**src/rtl/msrv32_lsu_ctrl_if.sv**
```systemverilog
// Data-bus bundle between the load/store controller (master) and the
// memory side (slave). A single request/acknowledge handshake per access.
interface msrv32_lsu_ctrl_if;
  logic        dbus_req_out;
  logic        dbus_we_out;
  logic [31:0] dbus_addr_out;
  logic [31:0] dbus_wdata_out;
  logic [3:0]  dbus_wmask_out;
  logic        dbus_ack_in;
  logic [31:0] dbus_rdata_in;

  modport master (
    output dbus_req_out,
    output dbus_we_out,
    output dbus_addr_out,
    output dbus_wdata_out,
    output dbus_wmask_out,
    input  dbus_ack_in,
    input  dbus_rdata_in
  );

  modport slave (
    input  dbus_req_out,
    input  dbus_we_out,
    input  dbus_addr_out,
    input  dbus_wdata_out,
    input  dbus_wmask_out,
    output dbus_ack_in,
    output dbus_rdata_in
  );
endinterface

```
**src/rtl/msrv32_lsu_ctrl.sv**
```systemverilog
// Load/store bus controller sitting after the decode->execute register.
// Issues one request/acknowledge transaction per load or store, stalls the
// pipeline while it is outstanding, and returns aligned, extended load data.
// Optional macro MSRV32_DBUS_TIMEOUT_EN: abort a request that waits
// TIMEOUT_CYCLES without ack and pulse bus_err_out. Without it, a request
// waits forever and bus_err_out is constant 0.
module msrv32_lsu_ctrl #(
  parameter int TIMEOUT_CYCLES = 256,
  parameter int CNT_W          = 9
) (
  input  logic                     clk_in,
  input  logic                     reset_in,
  input  logic                     ld_req_in,
  input  logic                     st_req_in,
  input  logic [31:0]              addr_in,
  input  logic [31:0]              st_data_in,
  input  logic [1:0]               size_in,
  input  logic                     load_unsigned_in,
  msrv32_lsu_ctrl_if.master        dbus,
  output logic                     stall_out,
  output logic [31:0]              load_data_out,
  output logic                     load_valid_out,
  output logic                     misaligned_out,
  output logic                     bus_err_out
);

  typedef enum logic {
    IDLE = 1'b0,
    REQ  = 1'b1
  } state_t;

  // Replicate store data across every byte lane it may land in.
  function automatic logic [31:0] store_lanes(input logic [1:0]  size,
                                              input logic [31:0] data);
    logic [31:0] lanes;
    case (size)
      2'b00:   lanes = {4{data[7:0]}};
      2'b01:   lanes = {2{data[15:0]}};
      default: lanes = data;
    endcase
    return lanes;
  endfunction

  // Byte-lane write enables for the addressed bytes.
  function automatic logic [3:0] store_mask(input logic [1:0] size,
                                            input logic [1:0] off);
    logic [3:0] mask;
    case (size)
      2'b00:   mask = 4'b0001 << off;
      2'b01:   mask = 4'b0011 << off;
      default: mask = 4'b1111;
    endcase
    return mask;
  endfunction

  // Pull the addressed lane out of the read word and sign/zero-extend it.
  function automatic logic [31:0] load_extend(input logic [31:0] rdata,
                                              input logic [1:0]  off,
                                              input logic [1:0]  size,
                                              input logic        uns);
    logic [31:0]        shifted;
    logic signed [7:0]  byte_s;
    logic signed [15:0] half_s;
    logic signed [31:0] ext_s;
    logic [31:0]        result;
    shifted = rdata >> {off, 3'b000};
    byte_s  = shifted[7:0];
    half_s  = shifted[15:0];
    case (size)
      2'b00: begin
        ext_s  = byte_s;
        result = uns ? {24'h000000, shifted[7:0]} : ext_s;
      end
      2'b01: begin
        ext_s  = half_s;
        result = uns ? {16'h0000, shifted[15:0]} : ext_s;
      end
      default: begin
        ext_s  = '0;
        result = rdata;
      end
    endcase
    return result;
  endfunction

  // Registered state (_p1) and its next value (_p0)
  state_t      state_p0, state_p1;
  logic        req_p0, req_p1;
  logic        we_p0, we_p1;
  logic [31:0] addr_p0, addr_p1;
  logic [31:0] wdata_p0, wdata_p1;
  logic [3:0]  wmask_p0, wmask_p1;
  logic [1:0]  off_p0, off_p1;
  logic [1:0]  size_p0, size_p1;
  logic        uns_p0, uns_p1;
  logic        is_ld_p0, is_ld_p1;
  logic [31:0] ldata_p0, ldata_p1;
  logic        vld_p0, vld_p1;
  logic        mis_p0, mis_p1;

`ifdef MSRV32_DBUS_TIMEOUT_EN
  logic [CNT_W-1:0] cnt_p0, cnt_p1;
  logic             err_p0, err_p1;
`endif

  logic req_any;
  logic misaligned;

  assign req_any    = ld_req_in | st_req_in;
  assign misaligned = ((size_in == 2'b01) && addr_in[0]) ||
                      (size_in[1] && (addr_in[1:0] != 2'b00));

  // Next-state and next-output logic for the IDLE/REQ controller.
  always_comb begin
    state_p0 = state_p1;
    req_p0   = req_p1;
    we_p0    = we_p1;
    addr_p0  = addr_p1;
    wdata_p0 = wdata_p1;
    wmask_p0 = wmask_p1;
    off_p0   = off_p1;
    size_p0  = size_p1;
    uns_p0   = uns_p1;
    is_ld_p0 = is_ld_p1;
    ldata_p0 = ldata_p1;
    vld_p0   = 1'b0;
    mis_p0   = 1'b0;
`ifdef MSRV32_DBUS_TIMEOUT_EN
    cnt_p0   = cnt_p1;
    err_p0   = 1'b0;
`endif
    case (state_p1)
      IDLE: begin
        if (req_any) begin
          if (misaligned) begin
            mis_p0 = 1'b1;
          end else begin
            // A simultaneous load+store request is handled as a store.
            state_p0 = REQ;
            req_p0   = 1'b1;
            we_p0    = st_req_in;
            addr_p0  = {addr_in[31:2], 2'b00};
            wdata_p0 = st_req_in ? store_lanes(size_in, st_data_in) : 32'h0;
            wmask_p0 = st_req_in ? store_mask(size_in, addr_in[1:0]) : 4'b0000;
            off_p0   = addr_in[1:0];
            size_p0  = size_in;
            uns_p0   = load_unsigned_in;
            is_ld_p0 = ~st_req_in;
`ifdef MSRV32_DBUS_TIMEOUT_EN
            cnt_p0   = '0;
`endif
          end
        end
      end
      REQ: begin
        if (dbus.dbus_ack_in) begin
          state_p0 = IDLE;
          req_p0   = 1'b0;
          if (is_ld_p1) begin
            vld_p0   = 1'b1;
            ldata_p0 = load_extend(dbus.dbus_rdata_in, off_p1, size_p1, uns_p1);
          end
        end
`ifdef MSRV32_DBUS_TIMEOUT_EN
        else begin
          cnt_p0 = cnt_p1 + 1'b1;
          if (cnt_p0 == CNT_W'(TIMEOUT_CYCLES)) begin
            state_p0 = IDLE;
            req_p0   = 1'b0;
            err_p0   = 1'b1;
          end
        end
`endif
      end
      default: state_p0 = IDLE;
    endcase
  end

  // State and registered-output update; active-low synchronous reset.
  always_ff @(posedge clk_in) begin
    if (!reset_in) begin
      state_p1 <= IDLE;
      req_p1   <= 1'b0;
      we_p1    <= 1'b0;
      addr_p1  <= '0;
      wdata_p1 <= '0;
      wmask_p1 <= '0;
      off_p1   <= '0;
      size_p1  <= '0;
      uns_p1   <= 1'b0;
      is_ld_p1 <= 1'b0;
      ldata_p1 <= '0;
      vld_p1   <= 1'b0;
      mis_p1   <= 1'b0;
`ifdef MSRV32_DBUS_TIMEOUT_EN
      cnt_p1   <= '0;
      err_p1   <= 1'b0;
`endif
    end else begin
      state_p1 <= state_p0;
      req_p1   <= req_p0;
      we_p1    <= we_p0;
      addr_p1  <= addr_p0;
      wdata_p1 <= wdata_p0;
      wmask_p1 <= wmask_p0;
      off_p1   <= off_p0;
      size_p1  <= size_p0;
      uns_p1   <= uns_p0;
      is_ld_p1 <= is_ld_p0;
      ldata_p1 <= ldata_p0;
      vld_p1   <= vld_p0;
      mis_p1   <= mis_p0;
`ifdef MSRV32_DBUS_TIMEOUT_EN
      cnt_p1   <= cnt_p0;
      err_p1   <= err_p0;
`endif
    end
  end

  // Stall covers the accept cycle and every REQ cycle until the ack arrives.
  assign stall_out = ((state_p1 == IDLE) && req_any && !misaligned) ||
                     ((state_p1 == REQ) && !dbus.dbus_ack_in);

  assign dbus.dbus_req_out   = req_p1;
  assign dbus.dbus_we_out    = we_p1;
  assign dbus.dbus_addr_out  = addr_p1;
  assign dbus.dbus_wdata_out = wdata_p1;
  assign dbus.dbus_wmask_out = wmask_p1;
  assign load_data_out       = ldata_p1;
  assign load_valid_out      = vld_p1;
  assign misaligned_out      = mis_p1;

`ifdef MSRV32_DBUS_TIMEOUT_EN
  assign bus_err_out = err_p1;
`else
  // Timeout parameters only matter when the abort logic is built.
  logic [CNT_W-1:0] unused_timeout;
  assign unused_timeout = CNT_W'(TIMEOUT_CYCLES);
  assign bus_err_out    = 1'b0;
`endif

endmodule

```
**src/flat_wrapper.sv**
```systemverilog
// flat-port wrapper written by rule: the top's interface ports become plain ports
module msrv32_lsu_ctrl_flat 
#(
  parameter int TIMEOUT_CYCLES = 256,
  parameter int CNT_W          = 9
)
  (clk_in, reset_in, ld_req_in, st_req_in, addr_in, st_data_in, size_in, load_unsigned_in, stall_out, load_data_out, load_valid_out, misaligned_out, bus_err_out, dbus_dbus_req_out, dbus_dbus_we_out, dbus_dbus_addr_out, dbus_dbus_wdata_out, dbus_dbus_wmask_out, dbus_dbus_ack_in, dbus_dbus_rdata_in);
  msrv32_lsu_ctrl_if dbus_i ();
  input  logic clk_in;
  input  logic reset_in;
  input  logic ld_req_in;
  input  logic st_req_in;
  input  logic [31:0] addr_in;
  input  logic [31:0] st_data_in;
  input  logic [1:0] size_in;
  input  logic load_unsigned_in;
  output logic stall_out;
  output logic [31:0] load_data_out;
  output logic load_valid_out;
  output logic misaligned_out;
  output logic bus_err_out;
  output wire logic [$bits(dbus_i.dbus_req_out)-1:0] dbus_dbus_req_out;
  output wire logic [$bits(dbus_i.dbus_we_out)-1:0] dbus_dbus_we_out;
  output wire logic [$bits(dbus_i.dbus_addr_out)-1:0] dbus_dbus_addr_out;
  output wire logic [$bits(dbus_i.dbus_wdata_out)-1:0] dbus_dbus_wdata_out;
  output wire logic [$bits(dbus_i.dbus_wmask_out)-1:0] dbus_dbus_wmask_out;
  input wire logic [$bits(dbus_i.dbus_ack_in)-1:0] dbus_dbus_ack_in;
  input wire logic [$bits(dbus_i.dbus_rdata_in)-1:0] dbus_dbus_rdata_in;
  assign dbus_dbus_req_out = dbus_i.dbus_req_out;
  assign dbus_dbus_we_out = dbus_i.dbus_we_out;
  assign dbus_dbus_addr_out = dbus_i.dbus_addr_out;
  assign dbus_dbus_wdata_out = dbus_i.dbus_wdata_out;
  assign dbus_dbus_wmask_out = dbus_i.dbus_wmask_out;
  assign dbus_i.dbus_ack_in = dbus_dbus_ack_in;
  assign dbus_i.dbus_rdata_in = dbus_dbus_rdata_in;
  msrv32_lsu_ctrl #(.TIMEOUT_CYCLES(TIMEOUT_CYCLES), .CNT_W(CNT_W)) u_core (.clk_in(clk_in), .reset_in(reset_in), .ld_req_in(ld_req_in), .st_req_in(st_req_in), .addr_in(addr_in), .st_data_in(st_data_in), .size_in(size_in), .load_unsigned_in(load_unsigned_in), .dbus(dbus_i), .stall_out(stall_out), .load_data_out(load_data_out), .load_valid_out(load_valid_out), .misaligned_out(misaligned_out), .bus_err_out(bus_err_out));
endmodule
```
**config.mk**
```make
export PLATFORM = sky130hd
export DESIGN_NAME = msrv32_lsu_ctrl_flat
export DESIGN_NICKNAME = d
export VERILOG_FILES = /design/src/rtl/msrv32_lsu_ctrl_if.sv /design/src/rtl/msrv32_lsu_ctrl.sv /design/src/flat_wrapper.sv
export SDC_FILE = /design/constraint.sdc
export NUM_CORES = 1
export LEC_CHECK = 0
export ABC_CLOCK_PERIOD_IN_PS = 4800
export CAP_MARGIN = 10
export CORE_ASPECT_RATIO = 2
export CORE_MARGIN = 2
export CORE_UTILIZATION = 46
export CTS_BUF_LIST = sky130_fd_sc_hd__clkbuf_4 sky130_fd_sc_hd__clkbuf_8 sky130_fd_sc_hd__clkbuf_16
export DETAILED_ROUTE_END_ITERATION = 6
export GPL_TIMING_DRIVEN = 0
export PLACE_DENSITY = 0.84
export SLEW_MARGIN = 20
export SYNTH_ARGS = -nofsm -noshare
export SYNTH_HDL_FRONTEND = slang
export SYNTH_SLANG_ARGS = --single-unit
```
**constraint.sdc**
```tcl
create_clock -name clk_in -period 4.8 [get_ports clk_in]
set_input_delay 1.44 -clock clk_in [delete_from_list [all_inputs] [get_ports clk_in]]
set_output_delay 1.44 -clock clk_in [all_outputs]
set_load 0.03 [all_outputs]
```
==> results of run 1 <==
-- critical path: stages --
cell,delay (ns)
clkdlybuf4s50_1,0.63
nor2_4,0.10
o21ai_1,0.18
buf_2,0.27
buf_4,0.23
o21ai_1,0.12
clkdlybuf4s15_2,0.31
-- layer usage --
| layer | global-route usage, % | part of all wire (%) | vias up |
|---|---|---|---|
| li1 | - | - | 2425 |
| met1 | 27.7 | 33 | 2385 |
| met2 | 57.8 | 55 | 223 |
| met3 | 6.71 | 5.7 | 66 |
| met4 | 17.6 | 6.2 | 0 |
| met5 | 0 | 0 | - |
-- cell families (layout without fill, tap and decap cells) --
logic type             count (synthesis)  in the layout  synth area share, %
AO/OA/AOI/OAI                        194            194                 26.7
XOR/XNOR                               3              3                0.523
buffers and inverters                 57            277                 5.78
flip-flops                           109            109                 43.4
multiplexers                          41             41                 8.59
other                                  1              3               0.0746
AND/OR/NAND/NOR                      161            161                 14.9
-- final cells by class --
type                    count  area, µm²  share of cell area [%]
multi-input cells         402       2560                    34.0
repair buffers            204       2040                    27.1
clock inverters             7       66.3                   0.878
well taps                 140        175                    2.32
flip-flops and latches    109       2180                    28.9
plain buffers              53        278                    3.68
inverters                   4       15.0                   0.199
clock buffers               9        225                    2.98
-- worst paths after layout --
check                                                   from                            to  slack (ns)  depth (start not counted)
worst max-delay path                              addr_in[1]                     stall_out        0.07                          7
worst min-delay path            u_core.dbus.dbus_addr_out[8]  u_core.dbus.dbus_addr_out[8]        0.47                          2
worst max register to register              u_core.off_p1[0]      u_core.load_data_out[13]        2.86                          6
worst min register to register  u_core.dbus.dbus_addr_out[8]  u_core.dbus.dbus_addr_out[8]        0.47                          2
-- what timing repair did --
item | CTS | global route
hold buffers | 0 | 0
resized for setup | 4 | 1
pin swaps | 0 | 0
endpoints found under the setup margin | 1 | 1
-- layout by cell type (no fill, tap or decap), types with 2 or more instances in the layout --
cell	synthesis	routed
mux2i_1	33	33
clkbuf_16	0	9
o21ai_1	3	3
o211a_1	8	8
buf_4	7	8
nor2_1	17	17
o21a_1	2	2
nand2b_1	6	6
a21oi_1	46	46
buf_6	4	4
clkinvlp_4	0	2
inv_6	0	3
a21oi_2	2	2
o31ai_1	7	7
buf_2	15	14
clkdlybuf4s50_1	0	203
nor2_4	1	2
conb_1	1	3
mux2_2	7	7
xnor2_1	2	2
a2bb2oi_1	7	7
inv_1	4	4
o2bb2ai_1	17	17
a21boi_0	36	36
a221oi_1	7	7
a22oi_1	20	20
o21ai_0	33	33
and2_1	18	18
nor2b_1	24	24
clkbuf_1	25	25
nand3_1	8	8
nand2_1	82	82
dfxtp_1	109	109
nor3_1	3	3
-- flip-flops by register name, summed over array words and instances (netlist names) --
| register | cells |
|---|---|
| u_core.is_ld_p1 | 1 |
| u_core.off_p1 | 2 |
| u_core.uns_p1 | 1 |
| u_core.load_data_out | 32 |
| u_core.dbus.dbus_addr_out | 30 |
| u_core.state_p1 | 1 |
| u_core.size_p1 | 2 |
| u_core.misaligned_out | 1 |
| u_core.dbus.dbus_wdata_out | 32 |
| u_core.load_valid_out | 1 |
| u_core.dbus.dbus_req_out | 1 |
| u_core.dbus.dbus_we_out | 1 |
| u_core.dbus.dbus_wmask_out | 4 |
-- power by group through the flow --
stage	clock network (mW)	logic, mW	registers, mW
6_report	0.726	0.556	0.975
5_1_grt	0.778	0.588	0.980
4_1_cts	0.738	0.555	0.975
3_5_place_dp	0	0.552	0.996
3_3_place_gp	0	0.542	0.993
2_1_floorplan	0	0.219	1.07
==> results.py, run 1 <==
metrics = {
    "place": {
        "dp.cells": 912,
        "portBuffers": 204,
        "detailed_place.area_mm2": 0.00725,
        "gp_congestion": 0.941,
        "hpwlAfterDp_mm": 14.4,
        "dp_slack_ns": -0.377,
    },
    "power_and_ir_drop": {
        "power_leakage_nw": 2.88,
        "power.density_mw_per_mm2": 299,
        "power.switching_mw": 0.692,
        "clkPwrFrac_pct": 32.2,
        "power.total_mw": 2.26,
        "p_sw_share_pct": 30.7,
        "ir_worst_vdd_uv": 220,
        "p_seq_share_pct": 43.2,
        "comb_power_share_pct": 24.6,
        "p_int_mw": 1.57,
    },
    "routing": {
        "drtIter0Drc": 236,
        "wirelength_mm": 18.0,
        "via_per_inst": 5.49,
        "vias": 5099,
        "drc": 0,
        "wl_per_cell_um": 19.4,
        "ant_nets": 0,
        "drt-pass1-iter-count": 4,
    },
    "sta": {
        "whs_ns": 0.466,
        "final_hold_viol_count": 0,
        "slew_violations": 0,
        "max_clock_freq_mhz": 212,
        "period_share_pct": 98.5,
        "maxSlewHeadroom_pct": 53.5,
        "rsz0062_at_grt": "false",
        "tightest_slew_ns": 0.697,
        "skew_ns": 0.00986,
        "finalWorstSetupSlack_ns": 0.0731,
        "setup_viol": 0,
        "fin_setup_tns_ns": 0,
        "min_period_ns": 4.73,
    },
    "clock_network": {
        "clk_latency_ns": 0.35,
        "cts_tree": "built",
        "cts.sinks": 109,
        "clockBufferDepth": 2,
        "cts_inserted_buffers": 9,
        "h-tree-depth": 3,
        "post_cts_buffers": 0,
        "clkTransAtPathRegs_ns": 0.07,
        "ctsRootBufferMaster": "clkbuf_16",
    },
    "logic_synthesis": {
        "ys.flop_type": "dfxtp_1",
        "synth.most_common_cell": "dfxtp_1",
        "ys_seq_elements": 109,
        "yosys.cell_types.count": 42,
        "ys_top_cells_by_count": "dfxtp_1, nand2_1, a21oi_1",
        "synth_cells": 566,
        "synthTopCellsByArea": "dfxtp_1, mux2i_1, nand2_1",
        "synth_area_mm2": 0.00502,
        "synth_edf_count": 0,
        "synth_top_area_share_pct": 43.4,
        "yosysSeqAreaShare_pct": 43.4,
        "yosys.area.top_type": "dfxtp_1",
        "postSynthAreaPerCell_um2": 8.88,
        "synth-async-reset-ratio_pct": 0,
        "yosys_warnings": 0,
    },
    "floorplanning": {
        "core_mm2": 0.0108,
        "die_area_mm2": 0.0118,
        "die_y_um": 152,
        "die_w_um": 77.9,
        "io_pins": 210,
        "rows": 54,
        "start_util_pct": 46.5,
    },
    "setup_path": {
        "cp_max_fo": 10,
        "cp-start-kind": "primary input",
        "critPathRequiredTime_ns": 3.36,
        "criticalPathCategory": "in2out",
        "crit_path_end_kind": "output pin",
        "worstPathArrival_ns": 3.29,
    },
    "grt": {
        "grt_overflow": 0,
        "grt_pass1_wl_mm": 27.7,
        "grt_pass1_vias": 5283,
        "antenna_found_initial": 0,
        "grt_max_degree": 21,
        "grtUsageTotal_pct": 30.1,
    },
    "finish": {
        "area_delta_synth_final_pct": 50.2,
        "fill_cells": 897,
        "n_antenna_cell": 0,
        "drive_above_1_share_pct": 7.61,
        "fin_area_mm2": 0.00755,
        "fin_cells": 928,
        "utilization_pct": 69.8,
        "layout.nets": 887,
    },
    "run_status": {
        "status": "finished clean",
    },
    "worst_hold_path": {
        "hold_class": "reg2reg",
    },
    "run": {
        "drv_cap": 0,
    },
}
(Power assumes the default switching activity.)
==> run 2: changes to the inputs <==
--- a/config.mk
+++ b/config.mk
@@ -7,9 +7,11 @@
 export LEC_CHECK = 0
 export ABC_CLOCK_PERIOD_IN_PS = 4800
 export CAP_MARGIN = 10
+export CELL_PAD_IN_SITES_DETAIL_PLACEMENT = 1
+export CELL_PAD_IN_SITES_GLOBAL_PLACEMENT = 1
 export CORE_ASPECT_RATIO = 2
 export CORE_MARGIN = 2
-export CORE_UTILIZATION = 46
+export CORE_UTILIZATION = 33
 export CTS_BUF_LIST = sky130_fd_sc_hd__clkbuf_4 sky130_fd_sc_hd__clkbuf_8 sky130_fd_sc_hd__clkbuf_16
 export DETAILED_ROUTE_END_ITERATION = 6
 export GPL_TIMING_DRIVEN = 0
@@ -18,3 +20,4 @@
 export SYNTH_ARGS = -nofsm -noshare
 export SYNTH_HDL_FRONTEND = slang
 export SYNTH_SLANG_ARGS = --single-unit
+export TNS_END_PERCENT = 10
==> run 2 against run 1 <==
Against the previous run:
- global-route usage down 5.1 points
- clock skew down 0.0012 ns
- via count up 2.0%
- flip-flop and latch count unchanged
- first-iteration DRC count down 26%
- wire length up 15%
- combinational power up 2%
- sequential power about the same
- non-clock buffer count unchanged
- total power up 2.3%
- cell area up 1.0%
- critical path type unchanged
- largest cell class unchanged
==> results.py, run 2 (synthesis gave the netlist of run 1 again) <==
metrics = {
    "floorplanning": {
        "die_w_um": 91.3,
        "core_mm2": 0.0149,
        "io_pins": 210,
        "rows": 63,
        "die_y_um": 179,
        "die_area_mm2": 0.0163,
        "start_util_pct": 33.7,
    },
    "finish": {
        "final_common_cell": "clkdlybuf4s50_1",
        "n_antenna_cell": 0,
        "drive_above_1_share_pct": 7.50,
        "fin_cells": 982,
        "fin_area_mm2": 0.00763,
        "utilization_pct": 51.2,
        "area_delta_synth_final_pct": 51.8,
        "layout.nets": 887,
        "fill_cells": 1730,
        "final_cell_mix": "clkdlybuf4s50_1, dfxtp_1, nand2_1",
    },
    "sta": {
        "final_hold_viol_count": 0,
        "fin_setup_tns_ns": 0,
        "maxSlewHeadroom_pct": 49.8,
        "min_period_ns": 4.68,
        "whs_ns": 0.471,
        "tightest_slew_ns": 0.754,
        "max_clock_freq_mhz": 214,
        "rsz0062_at_grt": "false",
        "slew_violations": 0,
        "skew_ns": 0.00865,
        "setup_viol": 0,
        "period_share_pct": 97.5,
    },
    "place": {
        "gp_congestion": 0.877,
        "hpwlAfterDp_mm": 17.0,
        "portBuffers": 204,
        "detailed_place.area_mm2": 0.00732,
        "dp.cells": 967,
    },
    "setup_path": {
        "cp-start-kind": "primary input",
        "cpPeakStageDelay_ns": 0.49,
        "path_cells": "clkdlybuf4s50_1 > a21oi_2 > o21ai_1 > clkbuf_4 > clkbuf_4 > o21ai_1 > clkdlybuf4s15_2",
        "crit_path_end_kind": "output pin",
        "cp_max_fo": 10,
        "cp_num_buf_inv": 4,
        "cp_top_family": "buffers and inverters",
        "worstPathArrival_ns": 3.24,
        "criticalPathCategory": "in2out",
        "critPathRequiredTime_ns": 3.36,
        "cpMaxStageDelayCell": "clkdlybuf4s50_1",
    },
    "grt": {
        "grt_max_degree": 19,
        "grt_pass1_wl_mm": 31.3,
        "grt_overflow": 0,
        "grt_pass1_vias": 5703,
        "antenna_found_initial": 0,
        "grtUsageTotal_pct": 25.0,
    },
    "clock_network": {
        "cts_tree": "built",
        "cts.sinks": 109,
        "cts_inserted_buffers": 9,
        "clkTransAtPathRegs_ns": 0.07,
        "clockBufferDepth": 2,
        "ctsRootBufferMaster": "clkbuf_16",
        "clk_latency_ns": 0.35,
        "h-tree-depth": 3,
    },
    "power_and_ir_drop": {
        "comb_power_share_pct": 24.6,
        "clkPwrFrac_pct": 33.1,
        "p_sw_share_pct": 30.2,
        "power.density_mw_per_mm2": 303,
        "ir_worst_vdd_uv": 207,
        "p_int_mw": 1.61,
        "power.switching_mw": 0.697,
        "power_leakage_nw": 2.90,
        "p_seq_share_pct": 42.3,
    },
    "routing": {
        "drc": 0,
        "wl_per_cell_um": 21.0,
        "drt-pass1-iter-count": 4,
        "drtIter0Drc": 174,
        "ant_nets": 0,
        "wirelength_mm": 20.6,
        "via_per_inst": 5.29,
        "vias": 5199,
    },
    "worst_hold_path": {
        "hold_class": "reg2reg",
    },
    "run_status": {
        "status": "finished clean",
    },
    "run": {
        "drv_cap": 0,
    },
}
-- run 2: power by group through the flow --
stage / registers, mW / logic (mW) / clock network, mW
5_1_grt: 0.983 / 0.605 / 0.824
3_5_place_dp: 0.998 / 0.568 / 0
4_1_cts: 0.978 / 0.570 / 0.780
6_report: 0.978 / 0.567 / 0.764
3_3_place_gp: 0.994 / 0.550 / 0
2_1_floorplan: 1.07 / 0.219 / 0
-- run 2: per-layer routing --
metal	vias to the layer above	GRT usage, %	part of all wire (%)
li1	2431	-	-
met1	2518	22.2	33
met3	60	4.60	4.0
met5	-	0	0
met2	190	50.6	57
met4	0	14.7	6.1
-- run 2: cell type report --
cell class | count | area, µm² | share of cell area [%]
multi-input combinational | 402 | 2560 | 33.6
sequential | 109 | 2180 | 28.6
timing repair buffer | 204 | 2040 | 26.8
buffer | 53 | 280 | 3.67
tap | 195 | 244 | 3.20
clock buffer | 9 | 225 | 2.95
clock inverter | 6 | 72.6 | 0.951
inverter | 4 | 15.0 | 0.197
-- run 2: worst min-delay path, delay by kind of cell (launching register included) --
family           cells  cell delay (ns)
flip-flops           1             0.32
AO/OA/AOI/OAI        1             0.06
AND/OR/NAND/NOR      1             0.05
-- run 2: final timing paths --
path,start,end,slack (ns),cells after the start
worst max register to register,u_core.off_p1[0],u_core.load_data_out[13],2.84,6
worst min-delay path,u_core.dbus.dbus_addr_out[27],u_core.dbus.dbus_addr_out[27],0.47,2
worst max-delay path,size_in[0],stall_out,0.12,7
worst min register to register,u_core.dbus.dbus_addr_out[27],u_core.dbus.dbus_addr_out[27],0.47,2
-- run 2: through the flow --
stage	total power [mW]	setup WS (ns)
finish	2.31	0.122
global route	2.41	0.0184
CTS	2.33	0.0335
detailed placement	1.57	-0.325
global placement	1.54	-0.274
floorplan	1.29	0.821
-- run 2: what timing repair did --
action / in CTS / in global routing
setup buffers: 0 / 0
hold buffers: 0 / 0
endpoints found under the hold margin: 0 / 0
gates resized for setup: 3 / 3
setup endpoints to repair: 1 / 1
==> run 3: changes to the inputs <==
--- a/config.mk
+++ b/config.mk
@@ -5,19 +5,19 @@
 export SDC_FILE = /design/constraint.sdc
 export NUM_CORES = 1
 export LEC_CHECK = 0
-export ABC_CLOCK_PERIOD_IN_PS = 4800
+export ABC_CLOCK_PERIOD_IN_PS = 4650
 export CAP_MARGIN = 10
 export CELL_PAD_IN_SITES_DETAIL_PLACEMENT = 1
 export CELL_PAD_IN_SITES_GLOBAL_PLACEMENT = 1
 export CORE_ASPECT_RATIO = 2
 export CORE_MARGIN = 2
-export CORE_UTILIZATION = 33
+export CORE_UTILIZATION = 31
 export CTS_BUF_LIST = sky130_fd_sc_hd__clkbuf_4 sky130_fd_sc_hd__clkbuf_8 sky130_fd_sc_hd__clkbuf_16
 export DETAILED_ROUTE_END_ITERATION = 6
 export GPL_TIMING_DRIVEN = 0
-export PLACE_DENSITY = 0.84
+export PLACE_DENSITY = 0.8
 export SLEW_MARGIN = 20
 export SYNTH_ARGS = -nofsm -noshare
 export SYNTH_HDL_FRONTEND = slang
 export SYNTH_SLANG_ARGS = --single-unit
-export TNS_END_PERCENT = 10
+export TNS_END_PERCENT = 1
==> constraint.sdc (replaced) <==
create_clock -name clk_in -period 4.65 [get_ports clk_in]
set_input_delay 1.395 -clock clk_in [delete_from_list [all_inputs] [get_ports clk_in]]
set_output_delay 1.395 -clock clk_in [all_outputs]
set_load 0.03 [all_outputs]
==> run 3 against run 2 <==
Against the previous run:
- sequential power barely moved
- count of clock-buffer cells in the layout rose by 1
- core utilization fell by 3.1 points
- critical path depth did not move
- clock power rose by 0.8%
- first-iteration DRC count fell by 42%
- flip-flop and latch count did not move
- non-clock buffer count did not move
- cell area barely moved
- global-route usage fell by 2.7 points
- wire length fell by 5.9%
- clock skew rose by 0.0042 ns
==> results.py, run 3 (synthesis gave the netlist of run 1 again) <==
metrics = {
    "floorplanning": {
        "core_mm2": 0.0159,
        "io_pins": 210,
        "die_area_mm2": 0.0173,
        "die_y_um": 184,
        "die_w_um": 94.0,
        "rows": 65,
        "start_util_pct": 31.7,
    },
    "power_and_ir_drop": {
        "clkPwrFrac_pct": 32.7,
        "power.total_mw": 2.35,
        "power.density_mw_per_mm2": 308,
        "ir_worst_vdd_uv": 170,
        "power_leakage_nw": 2.89,
        "power.switching_mw": 0.731,
        "p_int_mw": 1.62,
        "comb_power_share_pct": 24.4,
        "p_seq_share_pct": 42.8,
        "p_sw_share_pct": 31.1,
    },
    "clock_network": {
        "cts_inserted_buffers": 9,
        "clkTransAtPathRegs_ns": 0.08,
        "clockBufferDepth": 2,
        "cts.sinks": 109,
        "ctsRootBufferMaster": "clkbuf_16",
        "hold_buffers": 0,
        "cts_tree": "built",
        "h-tree-depth": 3,
        "clk_latency_ns": 0.36,
    },
    "sta": {
        "maxSlewHeadroom_pct": 53.7,
        "period_share_pct": 98.4,
        "setup_viol": 0,
        "slew_violations": 0,
        "tightest_slew_ns": 0.694,
        "min_period_ns": 4.57,
        "whs_ns": 0.472,
        "final_hold_viol_count": 0,
        "max_clock_freq_mhz": 219,
        "skew_ns": 0.0129,
    },
    "worst_hold_path": {
        "hold_class": "reg2reg",
    },
    "setup_path": {
        "worstPathArrival_ns": 3.18,
        "critPathRequiredTime_ns": 3.25,
        "crit_path_end_kind": "output pin",
        "cp-start-kind": "primary input",
        "cp_max_fo": 10,
        "criticalPathCategory": "in2out",
    },
    "finish": {
        "multi_input_area_mm2": 0.00257,
        "layout.nets": 887,
        "fill_cells": 1853,
        "final_common_cell": "clkdlybuf4s50_1",
        "fin_cells": 989,
        "drive_above_1_share_pct": 7.61,
        "register_area_mm2": 0.00218,
        "final_cell_mix": "clkdlybuf4s50_1, dfxtp_1, nand2_1",
        "n_antenna_cell": 0,
        "area_delta_synth_final_pct": 51.9,
    },
    "routing": {
        "drc": 0,
        "drt-pass1-iter-count": 4,
        "wirelength_mm": 19.4,
        "vias": 5022,
        "ant_nets": 0,
        "drtIter0Drc": 101,
        "via_per_inst": 5.08,
        "wl_per_cell_um": 19.6,
    },
    "place": {
        "gp_congestion": 0.889,
        "hpwlAfterDp_mm": 15.7,
        "portBuffers": 204,
        "dp.cells": 973,
    },
    "grt": {
        "grt_overflow": 0,
        "grt_max_degree": 20,
        "grt_pass1_wl_mm": 30.0,
        "grtUsageTotal_pct": 22.3,
        "grt_pass1_vias": 5538,
        "antenna_found_initial": 0,
    },
    "run_status": {
        "status": "finished clean",
    },
    "run": {
        "drv_cap": 0,
    },
}
run 3: path summary, 6_finish.rpt:
path                                  from                            end  slack, ns  cells past startpoint
min          u_core.dbus.dbus_addr_out[13]  u_core.dbus.dbus_addr_out[13]       0.47                      2
min reg2reg  u_core.dbus.dbus_addr_out[13]  u_core.dbus.dbus_addr_out[13]       0.47                      2
max reg2reg               u_core.off_p1[1]        u_core.load_data_out[3]       2.76                      5
max                             size_in[0]                      stall_out       0.08                      7
run 3: per-layer routing:
metal	part of all wire (%)	global-route usage [%]	vias up	wire, µm
li1	-	-	2425	-
met1	36	22.1	2407	6890
met5	0	0	-	0
met4	2.7	7.77	0	533
met2	57	44.8	161	11100
met3	4.4	3.61	29	852
run 3: what timing repair did:
item / CTS / global route
gates resized for setup: 6 / 2
buffers inserted: 0 / 0
setup endpoints to repair: 1 / 1
run 3: through the flow:
step	utilization (%)	area, µm²	setup TNS [ns]	setup slack (ns)
floorplan	-	5030	0	0.761
global placement	46.2	7330	-0.386	-0.386
detailed placement	46.2	7330	-0.461	-0.461
CTS	48.1	7620	0	0.0612
global route	48.1	7630	-0.0162	-0.0162
finish	48.1	7630	0	0.0751
run 3: power by group through the flow:
stage	registers (mW)	logic, mW	clock network (mW)
finish	1.01	0.574	0.770
detailed placement	1.03	0.574	0
global placement	1.03	0.562	0
floorplan	1.11	0.226	0
CTS	1.01	0.577	0.790
global route	1.01	0.618	0.820
run 3: layout make-up:
type,instances,share of cell area [%]
multi-input cells,402,33.7
clock buffers,10,3.05
well taps,201,3.30
inverters,4,0.197
plain buffers,53,3.67
repair buffers,204,26.8
flip-flops and latches,109,28.6
clock inverters,6,0.721
run 3: critical path, stage by stage:
cell	delay [ns]
clkdlybuf4s50_1	0.60
a21oi_4	0.11
o21ai_1	0.17
clkbuf_4	0.25
buf_4	0.23
o21ai_1	0.12
clkdlybuf4s15_2	0.30
